### config.mk
export PLATFORM = sky130hd
export DESIGN_NAME = debug_probe_select_flat
export DESIGN_NICKNAME = d
export VERILOG_FILES = /design/src/rtl/debug_pkg.sv /design/src/rtl/debug_probe_select_if.sv /design/src/rtl/button_debounce.sv /design/src/rtl/debug_probe_select.sv /design/src/flat_wrapper.sv
export SDC_FILE = /design/constraint.sdc
export NUM_CORES = 1
export LEC_CHECK = 0
export ABC_AREA = 1
export BUFFER_PORTS_ARGS = -buffer_cell sky130_fd_sc_hd__buf_2
export CAP_MARGIN = 40
export CORE_MARGIN = 2
export CORE_UTILIZATION = 50
export CTS_BUF_LIST = sky130_fd_sc_hd__clkbuf_4 sky130_fd_sc_hd__clkbuf_8
export DETAILED_ROUTE_END_ITERATION = 8
export GPL_TIMING_DRIVEN = 0
export HOLD_SLACK_MARGIN = 0.06
export PLACE_DENSITY_LB_ADDON = 0.12
export SLEW_MARGIN = 0
export SYNTH_ARGS = -nofsm -noshare
export SYNTH_HDL_FRONTEND = slang
export SYNTH_SLANG_ARGS = --single-unit
### constraint.sdc
create_clock -name clk -period 1.8 [get_ports clk]
set_input_delay 0.36 -clock clk [delete_from_list [all_inputs] [get_ports clk]]
set_output_delay 0.36 -clock clk [all_outputs]
set_load 0.02 [all_outputs]
### src/rtl/debug_pkg.sv
// Shared widths, LED layout and helpers for the debug probe selector.
package debug_pkg;

  localparam int unsigned DEBUG_W      = 16;
  localparam int unsigned LED_HOLD_BIT = 15;
  localparam int unsigned MAX_CH       = 8;
  localparam int unsigned CH_W         = $clog2(MAX_CH);

  typedef logic [CH_W-1:0]    ch_idx_t;
  typedef logic [DEBUG_W-1:0] dbg_word_t;

  // One-hot channel in the low bits, hold flag in the top bit.
  function automatic dbg_word_t led_pattern(input ch_idx_t ch, input logic hold);
    dbg_word_t r;
    r               = '0;
    r[ch]           = 1'b1;
    r[LED_HOLD_BIT] = hold;
    return r;
  endfunction

endpackage

### src/rtl/debug_probe_select_if.sv
// Probe buses, raw buttons and display/LED outputs of the debug probe selector.
interface debug_probe_select_if #(
  parameter int unsigned NUM_CH = 4
);
  import debug_pkg::*;

  logic [NUM_CH*DEBUG_W-1:0] probe_in;
  logic                      btn_next;
  logic                      btn_hold;
  dbg_word_t                 number_out;
  dbg_word_t                 led_out;

  modport master (
    output probe_in, btn_next, btn_hold,
    input  number_out, led_out
  );

  modport slave (
    input  probe_in, btn_next, btn_hold,
    output number_out, led_out
  );

endinterface

### src/rtl/button_debounce.sv
// Synchronizes and debounces a raw button; emits a one-cycle pulse on press.
module button_debounce #(
  parameter int unsigned DEBOUNCE_CYCLES = 250000
) (
  input  logic clk,
  input  logic rst,
  input  logic raw_in,
  output logic level_out,
  output logic press_pulse
);

  localparam int unsigned CW = (DEBOUNCE_CYCLES > 1) ? $clog2(DEBOUNCE_CYCLES) : 1;
  localparam logic [CW-1:0] CNT_LAST = CW'(DEBOUNCE_CYCLES - 1);

  logic          r_sync0;
  logic          r_sync1;
  logic          r_level;
  logic          r_level_d;
  logic [CW-1:0] r_cnt;

  always_ff @(posedge clk) begin
    if (rst) begin
      r_sync0   <= 1'b0;
      r_sync1   <= 1'b0;
      r_level   <= 1'b0;
      r_level_d <= 1'b0;
      r_cnt     <= '0;
    end else begin
      r_sync0   <= raw_in;
      r_sync1   <= r_sync0;
      r_level_d <= r_level;
      // Any cycle where the input agrees with the accepted level restarts the count.
      if (r_sync1 == r_level) begin
        r_cnt <= '0;
      end else if (r_cnt == CNT_LAST) begin
        r_level <= ~r_level;
        r_cnt   <= '0;
      end else begin
        r_cnt <= r_cnt + CW'(1);
      end
    end
  end

  assign level_out   = r_level;
  assign press_pulse = r_level & ~r_level_d;

endmodule

### src/rtl/debug_probe_select.sv
// Channel/hold selection and periodic refresh of a probe bus onto the 7-seg feed.
module debug_probe_select
  import debug_pkg::*;
#(
  parameter int unsigned NUM_CH          = 4,
  parameter int unsigned DEBOUNCE_CYCLES = 250000,
  parameter int unsigned REFRESH_CYCLES  = 5000000
) (
  input  logic                 clk,
  input  logic                 rst,
  debug_probe_select_if.slave  bus
);

  localparam int unsigned RW = (REFRESH_CYCLES > 1) ? $clog2(REFRESH_CYCLES) : 1;
  localparam logic [RW-1:0] REF_LAST = RW'(REFRESH_CYCLES - 1);
  localparam ch_idx_t       CH_LAST  = ch_idx_t'(NUM_CH - 1);

  logic w_next_press;
  logic w_hold_press;
  logic w_unused_next_level;
  logic w_unused_hold_level;
  logic w_tick;
  dbg_word_t w_sel_probe;

  ch_idx_t       r_ch_sel;
  logic          r_hold;
  logic          r_load_pending;
  logic [RW-1:0] r_refresh_cnt;
  dbg_word_t     r_number;
  dbg_word_t     r_led;

  button_debounce #(.DEBOUNCE_CYCLES(DEBOUNCE_CYCLES)) u_btn_next (
    .clk        (clk),
    .rst        (rst),
    .raw_in     (bus.btn_next),
    .level_out  (w_unused_next_level),
    .press_pulse(w_next_press)
  );

  button_debounce #(.DEBOUNCE_CYCLES(DEBOUNCE_CYCLES)) u_btn_hold (
    .clk        (clk),
    .rst        (rst),
    .raw_in     (bus.btn_hold),
    .level_out  (w_unused_hold_level),
    .press_pulse(w_hold_press)
  );

  always_comb begin
    w_sel_probe = '0;
    for (int unsigned k = 0; k < NUM_CH; k++) begin
      if (r_ch_sel == ch_idx_t'(k)) begin
        w_sel_probe = bus.probe_in[DEBUG_W*k +: DEBUG_W];
      end
    end
  end

  assign w_tick = (r_refresh_cnt == REF_LAST);

  always_ff @(posedge clk) begin
    if (rst) begin
      r_ch_sel       <= '0;
      r_hold         <= 1'b0;
      r_load_pending <= 1'b0;
      r_refresh_cnt  <= '0;
      r_number       <= '0;
      r_led          <= led_pattern('0, 1'b0);
    end else begin
      if (w_next_press) begin
        r_ch_sel       <= (r_ch_sel == CH_LAST) ? '0 : r_ch_sel + ch_idx_t'(1);
        r_load_pending <= 1'b1;
        r_refresh_cnt  <= '0;
      end else begin
        r_load_pending <= 1'b0;
        r_refresh_cnt  <= w_tick ? '0 : r_refresh_cnt + RW'(1);
      end

      if (w_hold_press) begin
        r_hold <= ~r_hold;
      end

      // The forced load ignores hold; a tick coinciding with a step is dropped.
      if (r_load_pending || (w_tick && !r_hold && !w_next_press)) begin
        r_number <= w_sel_probe;
      end

      r_led <= led_pattern(r_ch_sel, r_hold);
    end
  end

  assign bus.number_out = r_number;
  assign bus.led_out    = r_led;

endmodule

### src/flat_wrapper.sv
// flat-port wrapper written by rule: the top's interface ports become plain ports
module debug_probe_select_flat import debug_pkg::*;
#(
  parameter int unsigned NUM_CH          = 4,
  parameter int unsigned DEBOUNCE_CYCLES = 250000,
  parameter int unsigned REFRESH_CYCLES  = 5000000
)
  (clk, rst, bus_probe_in, bus_btn_next, bus_btn_hold, bus_number_out, bus_led_out);
  debug_probe_select_if #(.NUM_CH(NUM_CH)) bus_i ();
  input  logic clk;
  input  logic rst;
  input wire logic [$bits(bus_i.probe_in)-1:0] bus_probe_in;
  input wire logic [$bits(bus_i.btn_next)-1:0] bus_btn_next;
  input wire logic [$bits(bus_i.btn_hold)-1:0] bus_btn_hold;
  output wire logic [$bits(bus_i.number_out)-1:0] bus_number_out;
  output wire logic [$bits(bus_i.led_out)-1:0] bus_led_out;
  assign bus_i.probe_in = bus_probe_in;
  assign bus_i.btn_next = bus_btn_next;
  assign bus_i.btn_hold = bus_btn_hold;
  assign bus_number_out = bus_i.number_out;
  assign bus_led_out = bus_i.led_out;
  debug_probe_select #(.NUM_CH(NUM_CH), .DEBOUNCE_CYCLES(DEBOUNCE_CYCLES), .REFRESH_CYCLES(REFRESH_CYCLES)) u_core (.clk(clk), .rst(rst), .bus(bus_i));
endmodule
==> out/qor.yml <==
status: "finished, final reports clean"
cp_max_fo: 10
die_area_sq_um: 10800
leakage_nw: 2.49
grt_pass1_wl_mm: 19.3
slew_viol_final: 0
end_kind: "flip-flop"
cts_sinks: 97
endpoint: "u_core.bus.number_out[7]$_SDFFE_PP0P_"
htreeDepth: 3
worst_pin_slew_ps: 521
final_nets: 931
vias: 4871
die_x_um: 104
reg2reg_to: "u_core.bus.number_out[7]$_SDFFE_PP0P_"
num_rows: 36
clk_pin_slew_ps: 80
stdcell_count: 993
remaining_drc_errors: 0
min_period_over_period_pct: 96.1
antenna_found_initial: 0
hold_viol_final: 0
ir_drop_mv: 0.360
rsz0062_at_grt: "yes"
crit_chain: "ha_1 -> nand2_1 -> nor2_4 -> nand3_1 -> nor2_2 -> nand3_2 -> buf_6 -> a21oi_1 -> nor2_1"
syn2layout_area_growth_pct: 18.2
routabilityCongestion: 0.922
arrival_ps: 1980
worstSkewPairLatency_ps: 350
yosys_warnings: 0
layout_setup_ws_ps: 69.4
holdBufCountCts: 0
power_w: 0.00368
grt_max_degree: 15
totalNegativeSetupSlack_ps: 0
max_stage_delay_ps: 370
die_h_um: 104
holdPathStages: 3
start_kind: "flip-flop"
via_per_inst: 4.91
drtIter0Drc: 271
start_util_pct: 51.3
path_buf_inv: 1
crit_path_start: "u_core.r_refresh_cnt[0]$_SDFF_PP0_"
hold_class: "input port to flip-flop"
p_per_area_nw_per_um2: 625
netlist_area_sq_um: 4990
diodes: 0
min_period_ps: 1730
reg2regPathDepth: 9
ant_nets: 0
max_cap_violations: 0
most-common-layout-cells: "187 x nand2_1, 116 x nor2_1, 99 x buf_2"
fillers: 946
syn_area_per_cell_sq_um: 6.70
cp.required_ps: 2050
r2r_start: "u_core.r_refresh_cnt[0]$_SDFF_PP0_"
path_class: "flip-flop to flip-flop"
dp_slack_ps: -20.1
cts_made_buffers: 9
gr-total-overflow: 0
wl_per_cell_um: 11.6
fin_skew_ps: 4.82
ios: 100
setup_viol: 0
path_depth: 9
port_buffers: 92
ys_types: 35
track_usage_pct: 21.3
path_delay_family: "simple AND/OR/NAND/NOR gates"
final_common_cell: "nand2_1"
syn_inst: 745
post-dp-hpwl_mm: 9.05
relSlewSlack_pct: 64.9
fin_util_pct: 60.6
ys_seq_area_share_pct: 38.9
cts_tree: "built"
crit_slowest_cell: "dfxtp_1"
core-area_sq_um: 9730
drive_above_1_share_pct: 20.5
clk_path_buf_depth: 2
drtPass1Iterations: 5
fmax_mhz: 578
synth-seq-cells: 97
grt_pass1_vias: 4428
cts_root_buf: "clkbuf_8"
dp_cells: 976
routed_wirelength_mm: 11.6
rrSetupSlack_ps: 70
==> worst min path at each step <==
stage | start | endpoint | slack (ps)
after floorplan | u_core.u_btn_hold.r_sync0$_SDFF_PP0_ | u_core.u_btn_hold.r_sync1$_SDFF_PP0_ | 390
after global placement | u_core.u_btn_next.r_sync0$_SDFF_PP0_ | u_core.u_btn_next.r_sync1$_SDFF_PP0_ | 390
after detailed placement | u_core.u_btn_next.r_sync0$_SDFF_PP0_ | u_core.u_btn_next.r_sync1$_SDFF_PP0_ | 400
after CTS | bus_btn_hold | u_core.u_btn_hold.r_sync0$_SDFF_PP0_ | 200
after global routing | bus_btn_hold | u_core.u_btn_hold.r_sync0$_SDFF_PP0_ | 210
final | bus_btn_hold | u_core.u_btn_hold.r_sync0$_SDFF_PP0_ | 220
==> routing by layer <==
metal  GRT usage [%]  up-vias  share of wire, %
met5               0        -                 0
met4            7.72        0               1.5
met3            4.01       13               5.6
met2            36.1      133                46
met1            27.1     2152                47
li1                -     2573                 -
==> cell usage after synthesis <==
cell type	count	area share (%)
nor3_1	23	2.3
nand2_4	1	0.23
o21ai_0	15	1.5
inv_2	3	0.23
nand3b_1	13	2.0
nand3_1	65	6.5
buf_4	7	1.1
nor2_4	2	0.45
buf_6	3	0.68
nor3b_1	1	0.15
xor2_1	13	2.3
or2_0	5	0.63
buf_2	12	1.2
o32ai_1	1	0.18
nand2_2	6	0.75
nor2_1	117	8.8
dfxtp_1	97	39
inv_1	72	5.4
nor2_2	7	0.88
or2_4	1	0.18
conb_1	1	0.075
or3_1	1	0.13
or2_2	17	2.1
ha_1	7	1.8
a31oi_1	1	0.13
nor4_1	2	0.25
buf_1	2	0.15
o21a_1	1	0.15
clkbuf_1	3	0.23
a21oi_1	41	4.1
nand3_2	1	0.20
nand4_1	13	1.6
xnor2_1	3	0.53
o31ai_1	1	0.15
nand2_1	187	14
==> report_power, final <==
group / total, W / switching, W / leakage, nW / internal, W
Clock: 0.00132 / 0.000697 / 0.0949 / 0.000622
Combinational: 0.000204 / 0.000104 / 1.61 / 0.0000998
Sequential: 0.00216 / 0.00000678 / 0.784 / 0.00215
Total: 0.00368 / 0.000808 / 2.49 / 0.00288
==> cell families (layout without fill, tap and decap cells) <==
kind of cell / count (synthesis) / in the layout / share of synthesized area, %
XOR/XNOR: 16 / 16 / 2.81
AND/OR/NAND/NOR: 462 / 462 / 41.3
adder cells (fa/ha/maj): 7 / 7 / 1.76
other: 1 / 7 / 0.0752
buffers and inverters: 102 / 211 / 8.95
AO/OA/AOI/OAI: 60 / 60 / 6.22
flip-flops: 97 / 97 / 38.9
==> metrics by stage <==
step	hold slack (ps)	cell area [sq um]
global route	210	5900
floorplan	388	5010
detailed placement	395	5640
global placement	389	5640
finish	216	5900
CTS	204	5830
==> final cells by class <==
type | instances | area (sq um) | area share, %
plain buffers | 25 | 178 | 3.01
well taps | 133 | 166 | 2.82
multi-input cells | 552 | 2650 | 45.0
inverters | 75 | 282 | 4.77
clock buffers | 13 | 173 | 2.93
clock inverters | 2 | 12.5 | 0.212
flip-flops and latches | 97 | 1940 | 33.0
repair buffers | 96 | 490 | 8.32
==> tightest hold or removal path, cell delays in order <==
cell    delay (ps)
buf_2          100
inv_1           40
nor2_1          30
==> what timing repair did <==
action | in CTS | in global routing
pin swaps | 0 | 1
endpoints found under the hold margin | 0 | 0
setup endpoints to repair | 4 | 49
buffers inserted | 0 | 4
resized for setup | 1 | 17
==> registers in the layout, indices dropped and copies added (netlist names), 3 cells and up <==
| name | count |
|---|---|
| u_core.u_btn_hold.r_cnt | 18 |
| u_core.bus.led_out | 9 |
| u_core.r_refresh_cnt | 23 |
| u_core.r_ch_sel | 3 |
| u_core.bus.number_out | 16 |
| u_core.u_btn_next.r_cnt | 18 |
Power figures use the tool's default switching activity.
